$ cat src/rtl/bp_update_if.sv
// Bundle between Execute (resolution source), the predictor table write port
// and bp_update_ctrl.
//
// Handshake: upd_valid_i is a one-cycle strobe with no ready. The producer
// never stalls on it. full_o is a level indication of a full resolution FIFO
// that Execute may use to stall. An update presented while the FIFO is full
// and nothing drains that cycle is discarded and counted. tbl_we_o is a
// one-cycle write strobe. The table RAM must take the write on the cycle it is
// asserted, so there is no back-pressure from the table side either.
interface bp_update_if #(
  parameter int IDX_W = 5,
  parameter int TAG_W = 8
);
  logic              upd_valid_i;
  logic [31:0]       upd_pc_i;
  logic              upd_taken_i;
  logic              upd_isjump_i;
  logic [31:0]       upd_target_i;
  logic              full_o;

  logic              tbl_we_o;
  logic [IDX_W-1:0]  tbl_idx_o;
  logic [TAG_W-1:0]  tbl_tag_o;
  logic              tbl_valid_o;
  logic              tbl_taken_o;
  logic              tbl_jump_o;
  logic [31:0]       tbl_target_o;

  // Environment side: Execute drives updates, the table RAM consumes writes.
  modport master (
    output upd_valid_i, upd_pc_i, upd_taken_i, upd_isjump_i, upd_target_i,
    input  full_o,
    input  tbl_we_o, tbl_idx_o, tbl_tag_o, tbl_valid_o, tbl_taken_o,
           tbl_jump_o, tbl_target_o
  );

  // Controller side.
  modport slave (
    input  upd_valid_i, upd_pc_i, upd_taken_i, upd_isjump_i, upd_target_i,
    output full_o,
    output tbl_we_o, tbl_idx_o, tbl_tag_o, tbl_valid_o, tbl_taken_o,
           tbl_jump_o, tbl_target_o
  );
endinterface

$ cat src/rtl/bp_update_ctrl.sv
// Branch predictor table write sequencer. An init walk clears every entry
// after reset or flush. Resolutions from Execute are then buffered in a small
// FIFO and written back in arrival order, one write per cycle.
module bp_update_ctrl #(
  parameter int NUM_ENTRIES = 32,
  parameter int IDX_W       = 5,
  parameter int TAG_W       = 8,
  parameter int FIFO_DEPTH  = 4,
  parameter int CNT_W       = 16
) (
  input  logic              clk,
  input  logic              reset,
  input  logic              flush_i,
  bp_update_if.slave        bus,
  output logic              init_done_o,
  output logic [CNT_W-1:0]  drop_cnt_o,
  output logic              dbg_state_o
);

  localparam int PTR_W  = $clog2(FIFO_DEPTH);
  localparam int FCNT_W = PTR_W + 1;

  typedef enum logic [0:0] {ST_INIT = 1'b0, ST_RUN = 1'b1} state_t;

  typedef struct packed {
    logic [IDX_W-1:0] idx;
    logic [TAG_W-1:0] tag;
    logic             taken;
    logic             jump;
    logic [31:0]      target;
  } entry_t;

  entry_t              fifo_mem [FIFO_DEPTH];
  logic [PTR_W-1:0]    wr_ptr;
  logic [PTR_W-1:0]    rd_ptr;
  logic [FCNT_W-1:0]   fifo_cnt;
  logic [IDX_W-1:0]    init_idx;
  state_t              state;
  logic [CNT_W-1:0]    drop_cnt;

  logic                tbl_we;
  logic [IDX_W-1:0]    tbl_idx;
  logic [TAG_W-1:0]    tbl_tag;
  logic                tbl_valid;
  logic                tbl_taken;
  logic                tbl_jump;
  logic [31:0]         tbl_target;

  logic                fifo_full;
  logic                pop;
  logic                push;
  logic                drop;
  entry_t              push_entry;
  entry_t              head;
  logic                unused_pc_bits;

  // Index/tag slicing of the resolved PC and the FIFO accept/drain decisions.
  // A flush discards the push of its own cycle without counting it as a drop.
  always_comb begin
    push_entry.idx    = bus.upd_pc_i[IDX_W+1:2];
    push_entry.tag    = bus.upd_pc_i[IDX_W+TAG_W+1:IDX_W+2];
    push_entry.taken  = bus.upd_taken_i;
    push_entry.jump   = bus.upd_isjump_i;
    push_entry.target = bus.upd_target_i;
    fifo_full = (fifo_cnt == FCNT_W'(FIFO_DEPTH));
    pop  = !flush_i && (state == ST_RUN) && (fifo_cnt != '0);
    push = !flush_i && bus.upd_valid_i && (!fifo_full || pop);
    drop = !flush_i && bus.upd_valid_i && fifo_full && !pop;
    head = fifo_mem[rd_ptr];
  end

  assign unused_pc_bits = ^{bus.upd_pc_i[1:0], bus.upd_pc_i[31:IDX_W+TAG_W+2]};

  // FIFO storage. Contents are meaningless outside the count, so no reset.
  always_ff @(posedge clk) begin
    if (push) begin
      fifo_mem[wr_ptr] <= push_entry;
    end
  end

  // FIFO pointers and occupancy. Pointers wrap naturally at FIFO_DEPTH.
  always_ff @(posedge clk) begin
    if (reset || flush_i) begin
      wr_ptr   <= '0;
      rd_ptr   <= '0;
      fifo_cnt <= '0;
    end else begin
      if (push) wr_ptr <= wr_ptr + 1'b1;
      if (pop)  rd_ptr <= rd_ptr + 1'b1;
      if (push && !pop)      fifo_cnt <= fifo_cnt + 1'b1;
      else if (pop && !push) fifo_cnt <= fifo_cnt - 1'b1;
    end
  end

  // Saturating count of updates lost to a full FIFO. Survives flush.
  always_ff @(posedge clk) begin
    if (reset) begin
      drop_cnt <= '0;
    end else if (drop && (drop_cnt != '1)) begin
      drop_cnt <= drop_cnt + 1'b1;
    end
  end

  // Init-walk / run FSM with registered table write port.
  always_ff @(posedge clk) begin
    if (reset || flush_i) begin
      state       <= ST_INIT;
      init_idx    <= '0;
      init_done_o <= 1'b0;
      tbl_we      <= 1'b0;
      tbl_idx     <= '0;
      tbl_tag     <= '0;
      tbl_valid   <= 1'b0;
      tbl_taken   <= 1'b0;
      tbl_jump    <= 1'b0;
      tbl_target  <= '0;
    end else begin
      case (state)
        ST_INIT: begin
          tbl_we     <= 1'b1;
          tbl_idx    <= init_idx;
          tbl_tag    <= '0;
          tbl_valid  <= 1'b0;
          tbl_taken  <= 1'b0;
          tbl_jump   <= 1'b0;
          tbl_target <= '0;
          init_idx   <= init_idx + 1'b1;
          if (init_idx == IDX_W'(NUM_ENTRIES - 1)) begin
            state       <= ST_RUN;
            init_done_o <= 1'b1;
          end
        end
        ST_RUN: begin
          if (pop) begin
            tbl_we     <= 1'b1;
            tbl_idx    <= head.idx;
            tbl_tag    <= head.tag;
            tbl_valid  <= 1'b1;
            tbl_taken  <= head.taken;
            tbl_jump   <= head.jump;
            tbl_target <= head.target;
          end else begin
            tbl_we <= 1'b0;
          end
        end
      endcase
    end
  end

  assign bus.full_o       = fifo_full;
  assign bus.tbl_we_o     = tbl_we;
  assign bus.tbl_idx_o    = tbl_idx;
  assign bus.tbl_tag_o    = tbl_tag;
  assign bus.tbl_valid_o  = tbl_valid;
  assign bus.tbl_taken_o  = tbl_taken;
  assign bus.tbl_jump_o   = tbl_jump;
  assign bus.tbl_target_o = tbl_target;
  assign drop_cnt_o       = drop_cnt;
  assign dbg_state_o      = state;

endmodule

$ cat src/flat_wrapper.sv
// flat-port wrapper written by rule: the top's interface ports become plain ports
module bp_update_ctrl_flat 
#(
  parameter int NUM_ENTRIES = 32,
  parameter int IDX_W       = 5,
  parameter int TAG_W       = 8,
  parameter int FIFO_DEPTH  = 4,
  parameter int CNT_W       = 16
)
  (clk, reset, flush_i, init_done_o, drop_cnt_o, dbg_state_o, bus_upd_valid_i, bus_upd_pc_i, bus_upd_taken_i, bus_upd_isjump_i, bus_upd_target_i, bus_full_o, bus_tbl_we_o, bus_tbl_idx_o, bus_tbl_tag_o, bus_tbl_valid_o, bus_tbl_taken_o, bus_tbl_jump_o, bus_tbl_target_o);
  bp_update_if #(.IDX_W(IDX_W), .TAG_W(TAG_W)) bus_i ();
  input  logic clk;
  input  logic reset;
  input  logic flush_i;
  output logic init_done_o;
  output logic [CNT_W-1:0] drop_cnt_o;
  output logic dbg_state_o;
  input wire logic [$bits(bus_i.upd_valid_i)-1:0] bus_upd_valid_i;
  input wire logic [$bits(bus_i.upd_pc_i)-1:0] bus_upd_pc_i;
  input wire logic [$bits(bus_i.upd_taken_i)-1:0] bus_upd_taken_i;
  input wire logic [$bits(bus_i.upd_isjump_i)-1:0] bus_upd_isjump_i;
  input wire logic [$bits(bus_i.upd_target_i)-1:0] bus_upd_target_i;
  output wire logic [$bits(bus_i.full_o)-1:0] bus_full_o;
  output wire logic [$bits(bus_i.tbl_we_o)-1:0] bus_tbl_we_o;
  output wire logic [$bits(bus_i.tbl_idx_o)-1:0] bus_tbl_idx_o;
  output wire logic [$bits(bus_i.tbl_tag_o)-1:0] bus_tbl_tag_o;
  output wire logic [$bits(bus_i.tbl_valid_o)-1:0] bus_tbl_valid_o;
  output wire logic [$bits(bus_i.tbl_taken_o)-1:0] bus_tbl_taken_o;
  output wire logic [$bits(bus_i.tbl_jump_o)-1:0] bus_tbl_jump_o;
  output wire logic [$bits(bus_i.tbl_target_o)-1:0] bus_tbl_target_o;
  assign bus_i.upd_valid_i = bus_upd_valid_i;
  assign bus_i.upd_pc_i = bus_upd_pc_i;
  assign bus_i.upd_taken_i = bus_upd_taken_i;
  assign bus_i.upd_isjump_i = bus_upd_isjump_i;
  assign bus_i.upd_target_i = bus_upd_target_i;
  assign bus_full_o = bus_i.full_o;
  assign bus_tbl_we_o = bus_i.tbl_we_o;
  assign bus_tbl_idx_o = bus_i.tbl_idx_o;
  assign bus_tbl_tag_o = bus_i.tbl_tag_o;
  assign bus_tbl_valid_o = bus_i.tbl_valid_o;
  assign bus_tbl_taken_o = bus_i.tbl_taken_o;
  assign bus_tbl_jump_o = bus_i.tbl_jump_o;
  assign bus_tbl_target_o = bus_i.tbl_target_o;
  bp_update_ctrl #(.NUM_ENTRIES(NUM_ENTRIES), .IDX_W(IDX_W), .TAG_W(TAG_W), .FIFO_DEPTH(FIFO_DEPTH), .CNT_W(CNT_W)) u_core (.clk(clk), .reset(reset), .flush_i(flush_i), .bus(bus_i), .init_done_o(init_done_o), .drop_cnt_o(drop_cnt_o), .dbg_state_o(dbg_state_o));
endmodule
$ cat config.mk
export PLATFORM = sky130hd
export DESIGN_NAME = bp_update_ctrl_flat
export DESIGN_NICKNAME = d
export VERILOG_FILES = /design/src/rtl/bp_update_if.sv /design/src/rtl/bp_update_ctrl.sv /design/src/flat_wrapper.sv
export SDC_FILE = /design/constraint.sdc
export NUM_CORES = 1
export LEC_CHECK = 0
export BUFFER_PORTS_ARGS = -buffer_cell sky130_fd_sc_hd__buf_2
export CAP_MARGIN = 20
export CORE_ASPECT_RATIO = 1.5
export CORE_UTILIZATION = 40
export DETAILED_ROUTE_END_ITERATION = 8
export GPL_TIMING_DRIVEN = 0
export PLACE_DENSITY = 0.67
export RECOVER_POWER = 100
export SYNTH_ARGS = -nofsm -noshare
export SYNTH_HDL_FRONTEND = slang
export SYNTH_SLANG_ARGS = --single-unit
$ cat constraint.sdc
create_clock -name clk -period 3.83 [get_ports clk]
set_input_delay 0.1915 -clock clk [delete_from_list [all_inputs] [get_ports clk]]
set_output_delay 0.1915 -clock clk [all_outputs]
set_load 0.005 [all_outputs]
# --- Word-level counts from Yosys, hierarchy flattened ---
# Memories as Yosys holds them, arrays and structs flattened. A register that Yosys moved wholly into a read port is not among the register bits.
# Cells that the tools add are included.
word_totals:
  ff_bits: 79
  ramBits: 188
  input_bits: 70
  out_inout_bits: 68
  n_memories: 1
mem_list:
  columns: ["name", "words", "word_bits", "read_ports", "rd_clocked_by_memory_dff", "write_ports", "line", "text"]
  rows:
  - ["u_core.fifo_mem", 4, 47, 1, 1, 1, "bp_update_ctrl.sv:33", "entry_t fifo_mem [FIFO_DEPTH];"]
op_classes:
  add_sub_neg: 6
  eq_ne: 4
  mux: 22
  bitwise: 1
  n_reduce_logical: 18
ops:
  columns: ["operator", "n"]
  rows:
  - ["$pmux W32 S2", 1]
  - ["$mux W32", 1]
  - ["$add A16 B1 Y16 const B", 1]
  - ["$ne A16 B16 Y1 const B", 1]
  - ["$pmux W8 S2", 1]
  - ["$pmux W5 S2", 1]
  - ["$logic_and A1 B1 Y1", 9]
  - ["$mux W1", 8]
  - ["$mux W8", 1]
  - ["$pmux W1 S2", 4]
  - ["$mux W3", 2]
  - ["$add A5 B1 Y5 const B", 1]
  - ["$eq A5 B5 Y1 const B", 1]
  - ["$mux W5", 1]
  - ["$add A2 B1 Y2 const B", 2]
  - ["$logic_not A1 Y1", 4]
  - ["$mux W2", 2]
  - ["$add A3 B1 Y3 const B", 1]
  - ["$eq A3 B3 Y1 const B", 1]
  - ["$reduce_bool A3 Y1", 1]
  - ["$sub A3 B1 Y3 const B", 1]
  - ["$logic_or A1 B1 Y1", 2]
  - ["$ne A2 B2 Y1 const B", 1]
  - ["$reduce_and A2 Y1", 1]
  - ["other kinds (2)", 2]

# --- Depth between registers and ports, before layout ---
logic_depth:
  word_depth: 9
  ltp_mapped: 12
  mapped_depth_nobuf: 9

# --- Least setup slack after synthesis ---
# Ideal clock, no wire load.
synth_path:
  path_type: "flip-flop to flip-flop"
  start: "register u_core.state, in the netlist u_core.dbg_state_o"
  end: "memory u_core.fifo_mem[0][0] in the netlist's numbering (enable)"
  setup_ns: 0.409
  arrival_ns: 2.131
  t_required_ns: 3.421
  slack_ns: 1.290
  stages_incl_launch_ff: 5
  path_buffers: 1
  period_less_slack_ns: 2.540
  path_cell_list: "dfxtp_1 buf_2 inv_1 a21oi_1 and2_1"
synth_via:
  elab_chain_cells: 6
synth_lines:
  columns: ["item", "line", "text"]
  rows:
  - ["start: declaration", "bp_update_ctrl.sv:38", "state_t state;"]
  - ["start signal: assignment", "bp_update_ctrl.sv:107", "state <= ST_INIT;"]
  - ["start signal: assignment", "bp_update_ctrl.sv:129", "state <= ST_RUN;"]
  - ["$logic_and A1 B1 Y1 (2 in series)", "bp_update_ctrl.sv:66", "pop = !flush_i && (state == ST_RUN) && (fifo_cnt != '0);"]
  - ["$logic_or A1 B1 Y1", "bp_update_ctrl.sv:67", "push = !flush_i && bus.upd_valid_i && (!fifo_full || pop);"]
  - ["$logic_and A1 B1 Y1", "bp_update_ctrl.sv:67", null]
  - ["via u_core.push", "bp_update_ctrl.sv:51", "logic push;"]
  - ["$mux W1", "bp_update_ctrl.sv:76", "if (push) begin"]
  - ["$mux W1 (implied by the code)", "bp_update_ctrl.sv:77", "fifo_mem[wr_ptr] <= push_entry;"]
  - ["end: declaration", "bp_update_ctrl.sv:33", null]
# The timed path passes the listed nets, and every way through them passes these cells.

# --- Final worst setup path ---
layout_path:
  start: "register u_core.fifo_cnt[0]"
  end: "register u_core.fifo_cnt[2]"
layout_via:
  elab_chain_cells: 7
layout_lines:
  columns: ["item", "line", "text"]
  rows:
  - ["start: declaration", "bp_update_ctrl.sv:36", "logic [FCNT_W-1:0] fifo_cnt;"]
  - ["start signal: assignment", "bp_update_ctrl.sv:90", "if (push && !pop) fifo_cnt <= fifo_cnt + 1'b1;"]
  - ["start signal: assignment", "bp_update_ctrl.sv:91", "else if (pop && !push) fifo_cnt <= fifo_cnt - 1'b1;"]
  - ["parallel branches: the longest is 7 deep, another holds $sub A3 B1 Y3", null, null]
# Several ways; the timed one is not identified. The select of a mux whose other input is x is not followed.
# A chain may end at the register's enable or synchronous reset.

==> results.md <==
- Worst clock skew on the final layout: ~35 ps
- Kind of critical path: flip-flop to flip-flop
- Worst Max-Slew Pin Slew: 1290 ps
- Post-route design area: roughly 0.012 mm²
- Global-route wire length before repair: between 30 and 40 mm
- Layout overhead on the synthesized area: 22.8%
- Cell area after technology mapping: 0.0102 mm²
- Adder-cell share of the synthesized area: between 1 and 1.5%
- Starting DRC count in detailed routing: approximately 260
- Most used cells in the layout excluding fill and tap cells: edfxtp_1 (188), clkbuf_1 (113), dfxtp_1 (81), nand2_1 (61), a21oi_1 (60)
- Clock tree from TritonCTS: done
- WP data arrival: roughly 3600 ps
- Min-Delay Path Class: input port to flip-flop
- Cell at the slowest stage of the critical path: clkbuf_1
- Most frequent standard cell in the layout excluding fill and tap cells: edfxtp_1
- Number of top-level pins: roughly 140
- Initial antenna violation count: 1
- Area fraction in compound gates after synthesis: approximately 4.8%
- Number of fillers in the final layout: about 2100
- Clock sink total: roughly 270
- Clock period minus final worst setup slack: between 3000 and 4000 ps
- Post-synthesis cell count: roughly 640
- Final weighted congestion of routability-driven global placement: about 0.84
- Total global routing track utilization: roughly 17%
- Total via count after detailed routing: 6112
- Ratio of cells with drive above 1 in the final layout: between 15 and 20%
- Required arrival time at the worst endpoint: 4310 ps
- Average instance area after synthesis: between 15 and 20 µm²
- Slew Limit Headroom: between 10% and 20%
- Total Nets Final: slightly above 900
- Die Span Y: 197 µm
- Placed inst area: roughly 0.011 mm²
- Count of flip-flops with a built-in enable after synthesis: between 150 and 200
- Port Buffers: approximately 120
- Max VDD drop: around 0.35 mV
- P per Cell Area: roughly 480 mW/mm²
- Leakage dissipation: about 4.0 nW
- Sum Neg Setup Slack: 0 ps
- Worst path max stage delay: about 500 ps
- Number of global-route vias before repair: approximately 6200
- Floorplan row count: 71
- Final Hold Viols: 0
- Multi-input gate area in the final layout: between 0.002 and 0.003 mm²
- Sum of overflow across all layers after global routing: 0
- Fraction of the mapped netlist area in simple logic gates: ~8.9%
- Part of the Yosys area used for sequential elements: 71.6%
- DRC violation count after routing: 0
- Clock tree buffer depth: 3
- Most frequently used flop master after synthesis: edfxtp_1
- Insertion delay of the later-clocked pin in the worst-skew pair: 550 ps
- Core area: roughly 0.025 mm²
- Startpoint types: flip-flop
- Drt pass-1 iters: 4
- Synth Area in XOR/XNOR: less than 1%
- Remaining number of nets flagged by the antenna check after routing: 0
- Top fanout value on the critical path: 10
- Horizontal die dimension: 132 µm
- Number of gates given a new drive strength after cts: 0
- Number of setup buffers added after CTS: 0
- Period Utilization, post-route: between 80 and 90%
- Largest family of logic cells by synthesized area: multiplexers
- Sequential Area: between 0.007 and 0.008 mm²
- Number of placed cells counting well taps: 1093
- Initial Util: around 41%
- Number of flip-flops and latches in the synthesized netlist: 269
- Crit. End Element: flip-flop
- Finished Layout Cells: ~1200
- Share of synthesized area spent on multiplexers: 10.9%
- Share of synthesized registers carrying an async set or reset: 0%
- Finish-stage setup viols: 0
- Maximum number of pins on one net before global-route repair: 28
- DIE AREA: between 0.02 and 0.03 mm²
- Number of distinct library cells after synthesis: 45
- Max Fclk: around 0.32 GHz
- Syn Nets: between 700 and 800
- Unrepaired setup endpoints after global routing: no
- Run status: completed
- Routed length per instance: ~18 µm
- Clock edge transition at the registers on the reported setup and hold paths: approximately 70 ps
- Critical-path cell list: or3_1 -> and2_0 -> clkbuf_1 -> inv_1 -> clkbuf_1 -> ha_1 -> inv_1 -> fa_1 -> xor2_1 -> or3_1 -> a21oi_1
- Final Routed Wirelength: ~22 mm
- Ratio of routed vias to standard cells: ~5.1
- FF-to-FF setup slack: between 600 and 700 ps
- Clk root buf: clkbuf_16
- H-tree levels: 1
- Final Slew Violations: 0
- CTS buffer count: 26
- Max-cap check violation count: 0
- Detailed Place HPWL: 13.9 mm
- Number of warning messages in the yosys log: 0
## layer usage
layer | track usage, % | wire [µm] | up-vias
li1 | - | - | 2865
met1 | 19.7 | 8560 | 3034
met2 | 31.0 | 11400 | 164
met3 | 2.67 | 959 | 49
met4 | 7.80 | 844 | 0
met5 | 0 | 0 | -
## worst paths after layout
path	from	end	cells past startpoint
worst max register to register	u_core.fifo_cnt[0]$_SDFFE_PP0P_	u_core.fifo_cnt[2]$_SDFFE_PP0P_	11
worst min register to register	u_core.bus.tbl_idx_o[3]$_SDFFE_PP0P_	u_core.bus.tbl_idx_o[3]$_SDFFE_PP0P_	2
worst max-delay path	u_core.fifo_cnt[0]$_SDFFE_PP0P_	u_core.fifo_cnt[2]$_SDFFE_PP0P_	11
worst min-delay path	reset	u_core.drop_cnt_o[15]$_SDFFE_PP0P_	2
## kinds of logic after synthesis
kind of cell | count (synthesis)
XOR/XNOR | 8
buffers and inverters | 46
multiplexers | 52
adder cells (fa/ha/maj) | 9
AND/OR/NAND/NOR | 172
flip-flops | 269
AO/OA/AOI/OAI | 88
## metrics by stage
stage	utilization [%]	setup WS [ps]	power [mW]	hold WS, ps
2_1_floorplan	-	1290	3.28	290
3_3_place_gp	44.7	96.9	3.34	405
3_5_place_dp	45.0	999	3.35	410
4_1_cts	50.5	969	6.07	29.8
5_1_grt	49.9	435	6.18	74.7
6_report	49.9	675	6.01	55.8
## what timing repair did
item                                    CTS  global route
endpoints found under the setup margin    0             0
endpoints found under the hold margin   188             0
hold buffers                             47             0
## cells in the mapped netlist, types with 4 or more instances
master / instances / area (µm²)
edfxtp_1: 188 / 5650
dfxtp_1: 81 / 1620
nand2_1: 61 / 229
a21oi_1: 60 / 300
mux4_2: 47 / 1060
nand3_1: 46 / 230
nor2_1: 19 / 71.3
clkbuf_1: 18 / 67.6
buf_2: 16 / 80.1
o21ai_0: 10 / 50.1
ha_1: 8 / 100
o31ai_1: 8 / 60.1
or4_1: 8 / 60.1
and2_1: 6 / 37.5
inv_1: 6 / 22.5
nand4_1: 6 / 37.5
a31oi_1: 5 / 31.3
xor2_1: 5 / 43.8
mux2i_1: 4 / 40.0
or3_1: 4 / 25.0
## registers in the layout, indices dropped and copies added, names as in the netlist, named ones only
| signal | flops |
|---|---|
| u_core.rd_ptr | 2 |
| u_core.bus.tbl_valid_o | 1 |
| u_core.drop_cnt_o | 16 |
| u_core.init_done_o | 1 |
| u_core.dbg_state_o | 1 |
| u_core.init_idx | 5 |
| u_core.bus.tbl_tag_o | 8 |
| u_core.bus.tbl_target_o | 32 |
| u_core.wr_ptr | 2 |
| u_core.fifo_cnt | 3 |
| u_core.bus.tbl_idx_o | 5 |
| u_core.bus.tbl_we_o | 1 |
| u_core.bus.tbl_jump_o | 1 |
| u_core.bus.tbl_taken_o | 1 |
| u_core.fifo_mem | 188 |
## worst max-delay path, delay by kind of cell (launching register included)
family / cells / cell delay, ps
flip-flops: 1 / 370
AO/OA/AOI/OAI: 1 / 130
XOR/XNOR: 1 / 160
adder cells (fa/ha/maj): 2 / 660
AND/OR/NAND/NOR: 3 / 870
buffers and inverters: 4 / 890
## final cells by class
class,count,share of cell area (%)
sequential,269,58.3
timing repair buffer,168,8.17
buffer,39,1.33
multi-input combinational,329,21.4
clock buffer,33,5.67
antenna,1,0.0201
tap,328,3.29
inverter,7,0.211
clock inverter,15,1.57
## power by group
group / internal [mW] / total [mW] / leakage, nW / switching [mW]
Sequential: 3.14 / 3.15 / 2.36 / 0.0103
Combinational: 0.0785 / 0.165 / 1.21 / 0.0869
Clock: 1.59 / 2.69 / 0.444 / 1.10
Power figures use the tool's default switching activity.
